File: src/rtl/adder_chk_pkg.sv
// Shared definitions for the TMR adder checking path: capture-stage state
// encoding and the two-rail error decode.
package adder_chk_pkg;

  typedef enum logic [1:0] {
    ST_NORMAL  = 2'd0,
    ST_SUSPECT = 2'd1,
    ST_FAULT   = 2'd2
  } state_t;

  // Complementary rails (01/10) mean the voted result is trustworthy.
  function automatic logic rails_good(input logic xe0, input logic xe1);
    return xe0 ^ xe1;
  endfunction

endpackage

File: src/rtl/result_fifo2.sv
// Two-entry first-in first-out buffer; head is the oldest entry and holds
// steady until popped.
module result_fifo2 #(
  parameter int W = 5
) (
  input  logic         clk,
  input  logic         rst_n,
  input  logic         push,
  input  logic         pop,
  input  logic [W-1:0] din,
  output logic [W-1:0] head,
  output logic [1:0]   count
);

  logic [W-1:0] mem [2];
  logic         wr_ptr;
  logic         rd_ptr;
  logic         push_ok;
  logic         pop_ok;

  assign push_ok = push & (count != 2'd2);
  assign pop_ok  = pop & (count != 2'd0);
  assign head    = mem[rd_ptr];

  always_ff @(posedge clk or negedge rst_n) begin
    if (!rst_n) begin
      mem[0] <= '0;
      mem[1] <= '0;
      wr_ptr <= 1'b0;
      rd_ptr <= 1'b0;
      count  <= 2'd0;
    end else begin
      if (push_ok) begin
        mem[wr_ptr] <= din;
        wr_ptr      <= ~wr_ptr;
      end
      if (pop_ok) begin
        rd_ptr <= ~rd_ptr;
      end
      case ({push_ok, pop_ok})
        2'b10:   count <= count + 2'd1;
        2'b01:   count <= count - 2'd1;
        default: count <= count;
      endcase
    end
  end

endmodule

File: src/rtl/adder_result_capture.sv
// Capture stage for the TMR 3-bit adder: buffers results with their error
// flag and tracks error history, locking out input after a run of bad results.
module adder_result_capture #(
  parameter int WIDTH        = 3,
  parameter int ERR_CNT_W    = 8,
  parameter int FAULT_THRESH = 3
) (
  input  logic                 clk,
  input  logic                 rst_n,
  input  logic                 in_valid,
  output logic                 in_ready,
  input  logic [WIDTH-1:0]     in_x,
  input  logic                 in_xc,
  input  logic                 in_xe0,
  input  logic                 in_xe1,
  output logic                 out_valid,
  input  logic                 out_ready,
  output logic [WIDTH:0]       out_sum,
  output logic                 out_err,
  output logic [ERR_CNT_W-1:0] err_count,
  output logic [1:0]           state,
  output logic                 fault,
  input  logic                 clr_fault
);
  import adder_chk_pkg::*;

  localparam int          EW     = WIDTH + 2;
  localparam logic [4:0]  THRESH = 5'(FAULT_THRESH);

  state_t          st;
  logic [3:0]      consec;
  logic [4:0]      consec_next;
  logic            hit_thresh;
  logic            flagged;
  logic            accept;
  logic            pop;
  logic [1:0]      fifo_count;
  logic [EW-1:0]   head;

  // Handshake: a transfer happens on any edge where valid & ready are both
  // high; valid never waits on ready, and in_ready is a function of
  // registered state only (FIFO occupancy and FSM state).
  assign flagged   = ~rails_good(in_xe0, in_xe1);
  assign in_ready  = (fifo_count != 2'd2) & (st != ST_FAULT);
  assign accept    = in_valid & in_ready;
  assign out_valid = (fifo_count != 2'd0);
  assign pop       = out_valid & out_ready;

  assign consec_next = {1'b0, consec} + 5'd1;
  assign hit_thresh  = (consec_next >= THRESH);

  assign out_sum = head[WIDTH:0];
  assign out_err = head[WIDTH+1];
  assign state   = st;
  assign fault   = (st == ST_FAULT);

  result_fifo2 #(.W(EW)) u_fifo (
    .clk   (clk),
    .rst_n (rst_n),
    .push  (accept),
    .pop   (pop),
    .din   ({flagged, in_xc, in_x}),
    .head  (head),
    .count (fifo_count)
  );

  always_ff @(posedge clk or negedge rst_n) begin
    if (!rst_n) begin
      st        <= ST_NORMAL;
      consec    <= 4'd0;
      err_count <= '0;
    end else begin
      if (accept && flagged && (err_count != {ERR_CNT_W{1'b1}})) begin
        err_count <= err_count + ERR_CNT_W'(1);
      end
      case (st)
        ST_NORMAL, ST_SUSPECT: begin
          if (accept) begin
            if (flagged) begin
              consec <= consec_next[4] ? consec : consec_next[3:0];
              st     <= hit_thresh ? ST_FAULT : ST_SUSPECT;
            end else begin
              consec <= 4'd0;
              st     <= ST_NORMAL;
            end
          end
        end
        // Only software can leave FAULT; the error total survives the clear.
        ST_FAULT: begin
          if (clr_fault) begin
            consec <= 4'd0;
            st     <= ST_NORMAL;
          end
        end
        default: begin
          consec <= 4'd0;
          st     <= ST_NORMAL;
        end
      endcase
    end
  end

endmodule

File: config.mk
export PLATFORM = sky130hd
export DESIGN_NAME = adder_result_capture
export DESIGN_NICKNAME = d
export VERILOG_FILES = /design/src/rtl/adder_chk_pkg.sv /design/src/rtl/result_fifo2.sv /design/src/rtl/adder_result_capture.sv
export SDC_FILE = /design/constraint.sdc
export NUM_CORES = 1
export LEC_CHECK = 0
export CAP_MARGIN = 20
export CORE_MARGIN = 2
export CORE_UTILIZATION = 54
export DETAILED_ROUTE_END_ITERATION = 7
export PLACE_DENSITY = 0.83
export SETUP_SLACK_MARGIN = 0.15
export SYNTH_ARGS = -nofsm -noshare
export SYNTH_HDL_FRONTEND = slang
export SYNTH_SLANG_ARGS = --single-unit
File: constraint.sdc
create_clock -name clk -period 4.5 [get_ports clk]
set_input_delay 0.9 -clock clk [delete_from_list [all_inputs] [get_ports clk]]
set_output_delay 0.9 -clock clk [all_outputs]
set_load 0.03 [all_outputs]
==> results of run 1 <==
## power by group through the flow
stage	logic (mW)	clock network (mW)	registers, mW
2_1_floorplan	0.431	0	0.496
3_3_place_gp	0.684	0	0.462
4_1_cts	0.704	0.0995	0.464
5_1_grt	0.751	0.112	0.480
6_report	0.695	0.0964	0.463
3_5_place_dp	0.703	0	0.468
## flip-flops by register name, indices dropped and copies added, names as in the netlist
| register | count |
|---|---|
| u_fifo.mem | 10 |
| err_count | 8 |
| consec | 4 |
| state | 2 |
| u_fifo.count | 2 |
| u_fifo.rd_ptr | 1 |
| u_fifo.wr_ptr | 1 |
## worst reg2reg max path, cell delays in order (launching register included)
cell       delay (ps)
dfrtp_1           470
ha_1              250
a21bo_2           250
a2111oi_2         420
nand2b_1           90
a21oi_1           130
## synthesized netlist by cell type, drive strengths merged (2+ instances only)
cell type / instances / share of area (%)
a21o: 3 / 1.5
a21oi: 2 / 0.69
and2: 2 / 0.86
dfrtp: 28 / 48
ha: 4 / 3.4
inv: 3 / 0.77
mux2: 19 / 15
nand2: 6 / 1.5
nand2b: 5 / 2.3
nand3: 7 / 3.1
nand4: 2 / 1.9
nor2: 8 / 2.2
nor2b: 2 / 0.86
nor3: 3 / 1.0
nor3b: 2 / 1.0
o21ai: 2 / 0.69
or2: 3 / 1.3
xnor2: 4 / 3.7
xor2: 6 / 3.6
## through the flow
stage / power [mW] / instances / setup slack [ps] / hold WS, ps
finish: 1.25 / 182 / 1710 / 523
CTS: 1.27 / 182 / 1700 / 527
floorplan: 0.927 / 121 / 2460 / 474
detailed placement: 1.17 / 179 / 1880 / 495
global placement: 1.15 / 179 / 1950 / 481
global route: 1.34 / 182 / 1610 / 546
## logic make-up (layout without fill, tap and decap cells)
| logic type | Yosys count | after routing |
|---|---|---|
| AND/OR/NAND/NOR | 43 | 43 |
| flip-flops | 28 | 28 |
| multiplexers | 19 | 19 |
| AO/OA/AOI/OAI | 13 | 13 |
| XOR/XNOR | 10 | 10 |
| adder cells (fa/ha/maj) | 4 | 4 |
| buffers and inverters | 4 | 35 |
## layout make-up
cell class                      instances  area (um2)  area share (%)
Inverter                                3        11.3           0.625
Multi-Input combinational cell         89         741            41.1
Tap cell                               30        37.5            2.08
Clock buffer                            3        22.5            1.25
Timing Repair Buffer                   29         288            16.0
Sequential cell                        28         701            38.9
## layer usage
layer | vias up | global-route usage, % | wire length [um] | share of wire (%)
li1 | 489 | - | - | -
met1 | 509 | 23.5 | 1150 | 44
met2 | 20 | 32.5 | 1350 | 52
met3 | 2 | 2.33 | 88 | 3.4
met4 | 0 | 5.10 | 19 | 0.73
met5 | - | 0 | 0 | 0
## path summary, 6_finish.rpt
check                      cells past startpoint     startpoint            end
min reg2reg                                    1  u_fifo.mem[6]  u_fifo.mem[6]
max in group asynchronous                      2          rst_n   err_count[2]
max                                            3       state[1]       in_ready
min in group asynchronous                      2          rst_n  u_fifo.rd_ptr
max reg2reg                                    5      consec[0]       state[0]
min                                            1  u_fifo.mem[6]  u_fifo.mem[6]
==> metrics.cfg, run 1 <==
[run_status]
run_status = complete, no violations

[power]
p_per_area_nw_per_um2 = 697
ir_drop_mv = 0.504
pwr-share-comb_pct = 55.4
power_frac_seq_pct = 36.9
p_switching_mw = 0.525
netSwitchingFraction_pct = 41.9
p_clk_share_pct = 7.7
p_leak_nw = 0.777
p_int_mw = 0.730

[clock_tree]
cts_hold_buf = 0
clock_path_buffers = 2
clock_sinks = 28
cts_tree = built
clk_pin_slew_worst_paths_ps = 140
cts_setup_buffers = 0
cts-htree-levels = 1
cts_buffers = 3
post_cts_resized = 0
clk_latency_ps = 310
cts-root-buf = clkbuf_4

[worst_setup_path]
crit_arrival_ps = 1890
worstSetupPathType = reg2out
startpoint_type = flop
worstPathRequired_ps = 3600
worstPathMaxFanout = 8
crit_family = buffers and inverters
cp_slowest_cell = clkdlybuf4s50_1
cp-end-kind = primary output
crit_chain = nand2b_1 > and2_1 > clkdlybuf4s50_1
critPathBufInv = 1
max_stage_delay_ps = 680
reg2reg_slack_ps = 2830

[finish]
diodes = 0
final_cell_mix = dfrtp_1 (28), clkdlybuf4s50_1 (28), mux2_2 (17)
finalNetCount = 169
area_delta_synth_final_pct = 23.6
utilization_pct = 71.4
fillerInstances = 177
post_route_cells_drive_above_1_share_pct = 23.0
postLayoutCellArea_um2 = 1800

[route]
post_drt_wl_per_cell_um = 14.3
drt_pass1_iterations = 2
drc_errors = 0
vias = 1020
totalWireLength_um = 2600
dr.first_iter.drc_count = 8
antenna_left = 0
via_per_inst = 5.60

[die]
start_util_pct = 57.7
fp.dieH_um = 55.9
io_pins = 29
fp.dieArea_um2 = 3130
rows = 18
die_w_um = 55.9
core-area_um2 = 2520

[placed_design]
dp_hpwl_um = 1990
numPortBuffers = 28
dpl_cell_area_um2 = 1780
place.gp.congestion = 0.714

[global_routing]
grt_pass1_vias = 1087
grt-ovfl-total = 0
grt.total_usage_pct = 18.3
antenna_found_initial = 0
grt_max_degree = 29
grt_pass1_wl_um = 4660

[run]
cap_violations = 0

[synthesis]
yosys.area_share.adder_pct = 3.44
synth_top_family_by_area = simple AND/OR/NAND/NOR gates
yosys.area_share.xor_xnor_pct = 7.30
synth.area.mux_share_pct = 14.7
synth_area_um2 = 1460
ys_types = 35
ys_seq_area_share_pct = 48.1
synth_compound_area_share_pct = 7.04
synthSimpleGateAreaFrac_pct = 18.4
async_flop_share_pct = 100
syn_area_per_cell_um2 = 12.0
synth_nets = 136
syn_inst = 121
synth_edf_count = 0
synth_top_flop_cell = dfrtp_1
ys.warnings.count = 0
synth_seq_cells = 28

[sta]
timing.fmax_ghz = 0.359
relSlewSlack_pct = 76.3
tns_ps = 0
fin_crit_ps = 2790
worst_pin_slew_ps = 355
setup_viol = 0
slew_violations = 0
period_share_pct = 61.9
rsz0062_at_grt = no
finalHoldViolCount = 0
finalClockSkew_ps = 6.42

[worst_hold_path]
worstHoldPathType = reg2reg

Note: power is estimated with default switching activity, not from simulation.
==> run 2, diff against run 1 <==
--- a/config.mk
+++ b/config.mk
@@ -7,9 +7,9 @@
 export LEC_CHECK = 0
 export CAP_MARGIN = 20
 export CORE_MARGIN = 2
-export CORE_UTILIZATION = 54
+export CORE_UTILIZATION = 50
 export DETAILED_ROUTE_END_ITERATION = 7
-export PLACE_DENSITY = 0.83
+export PLACE_DENSITY = 0.78
 export SETUP_SLACK_MARGIN = 0.15
 export SYNTH_ARGS = -nofsm -noshare
 export SYNTH_HDL_FRONTEND = slang
==> constraint.sdc (replaced) <==
create_clock -name clk -period 2.65 [get_ports clk]
set_input_delay 0.53 -clock clk [delete_from_list [all_inputs] [get_ports clk]]
set_output_delay 0.53 -clock clk [all_outputs]
set_load 0.03 [all_outputs]
==> metrics.cfg, run 2 (same netlist as run 1, synthesis figures left out) <==
[finish]
final_cell_mix = dfrtp_1 (28), clkdlybuf4s50_1 (27), mux2_2 (17)  ; was dfrtp_1 (28), clkdlybuf4s50_1 (28), mux2_2 (17)
regMostFlops = u_fifo.mem  ; unchanged
final_common_cell = dfrtp_1
reg_top3 = u_fifo.mem (10), err_count (8), consec (4)  ; unchanged
diodes = 0  ; unchanged
postLayoutCellArea_um2 = 1820  ; was 1800 um2
post_route_cells_drive_above_1_share_pct = 23.5  ; was 23.0%
utilization_pct = 65.9  ; was 71.4%
largest_reg_flops = 10  ; unchanged
area_delta_synth_final_pct = 24.8  ; was 23.6%
finalNetCount = 169  ; unchanged
fin_cells = 184  ; was 182

[sta]
fin_hold_ws_ps = 520  ; was 523 ps
finalHoldViolCount = 0  ; unchanged
relSlewSlack_pct = 74.3  ; was 76.3%
rsz0062_at_grt = no  ; unchanged
fin_crit_ps = 2350
tns_ps = 0  ; unchanged
slew_violations = 0  ; unchanged
layout_setup_ws_ps = 303  ; was 1710 ps
period_share_pct = 88.6
setup_viol = 0  ; unchanged
finalClockSkew_ps = 11.8  ; was 6.42 ps
worst_pin_slew_ps = 384  ; was 355 ps
timing.fmax_ghz = 0.426

[clock_tree]
clock_path_buffers = 2  ; unchanged
cts_hold_buf = 0  ; unchanged
clock_sinks = 28  ; unchanged
cts-htree-levels = 1  ; unchanged
clk_latency_ps = 330  ; was 310 ps
cts_buffers = 3  ; unchanged
cts_setup_buffers = 0  ; unchanged
post_cts_resized = 0  ; unchanged
clk_pin_slew_worst_paths_ps = 150  ; was 140 ps
cts-root-buf = clkbuf_4  ; unchanged
cts_tree = built  ; unchanged

[worst_hold_path]
min_from = u_fifo.count[1]  ; was u_fifo.mem[6]
worstHoldPathType = reg2reg  ; unchanged

[die]
rows = 19  ; was 18
start_util_pct = 52.8  ; was 57.7%
die_w_um = 58.0  ; was 55.9 um
core-area_um2 = 2760  ; was 2520 um2
fp.dieH_um = 58.0  ; was 55.9 um
fp.dieArea_um2 = 3360  ; was 3130 um2
io_pins = 29  ; unchanged

[global_routing]
grt.total_usage_pct = 18.2  ; was 18.3%
grt_pass1_wl_um = 4690  ; was 4660 um
grt_pass1_vias = 1061  ; was 1087
grt_max_degree = 29  ; unchanged
antenna_found_initial = 0  ; unchanged
grt-ovfl-total = 0  ; unchanged

[route]
via_per_inst = 5.47  ; was 5.60
drt_pass1_iterations = 4  ; was 2
drc_errors = 0  ; unchanged
post_drt_wl_per_cell_um = 14.3  ; about the same
vias = 1007  ; was 1020
totalWireLength_um = 2640  ; was 2600 um
dr.first_iter.drc_count = 22  ; was 8
antenna_left = 0  ; unchanged

[power]
p_leak_nw = 0.789  ; was 0.777 nW
ir_drop_mv = 0.915  ; was 0.504 mV
p_per_area_nw_per_um2 = 1200  ; was 697 nW/um2
finalPower_mw = 2.17  ; was 1.25 mW

[worst_setup_path]
worstPathRequired_ps = 2120  ; was 3600 ps
rr_startpoint = consec[0]  ; unchanged
startpoint_type = flop  ; unchanged
worstPathMaxFanout = 6  ; was 8
worstSetupPathType = reg2out  ; unchanged
crit_arrival_ps = 1820  ; was 1890 ps
crit_start = u_fifo.rd_ptr  ; was state[1]
cp-end-kind = primary output  ; unchanged

[placed_design]
dp.cells = 180  ; was 179
numPortBuffers = 28  ; unchanged
pre_cts_slack_ps = 398  ; was 1880 ps
place.gp.congestion = 0.754  ; was 0.714
dpl_cell_area_um2 = 1780  ; about the same
dp_hpwl_um = 2020  ; was 1990 um

[run_status]
run_status = complete, no violations  ; unchanged

[run]
cap_violations = 0  ; unchanged

## run 2: path summary, 6_finish.rpt
path | cells after the start | to | slack (ps)
max | 2 | out_sum[0] | 300
min | 1 | u_fifo.count[1] | 520
max reg2reg | 5 | state[0] | 920
min reg2reg | 1 | u_fifo.count[1] | 520
max in group asynchronous | 2 | consec[2] | 1840
min in group asynchronous | 2 | state[1] | 540
## run 2: power by group
part / internal [mW] / switching (mW)
combinational: 0.577 / 0.605
sequential: 0.608 / 0.174
clock: 0.0842 / 0.126
## run 2: layout make-up
| class | instances | area (um2) |
|---|---|---|
| fill | 233 | 940 |
| inverter | 3 | 11.3 |
| multi-input combinational | 89 | 741 |
| timing repair buffer | 29 | 290 |
| sequential | 28 | 701 |
| tap | 31 | 38.8 |
| clock buffer | 4 | 36.3 |
## run 2: worst max-delay path: stages, from the launching register on
cell and delay (ps):
dfrtp_1 520, mux2_2 370, clkdlybuf4s50_1 600
## run 2: layer usage
metal  wire length [um]  vias to the layer above  track usage (%)
met3                132                        5             4.46
met4                 31                        0             4.98
met1               1180                      487             22.0
met5                  0                        -                0
met2               1300                       23             32.3
li1                   -                      492                -
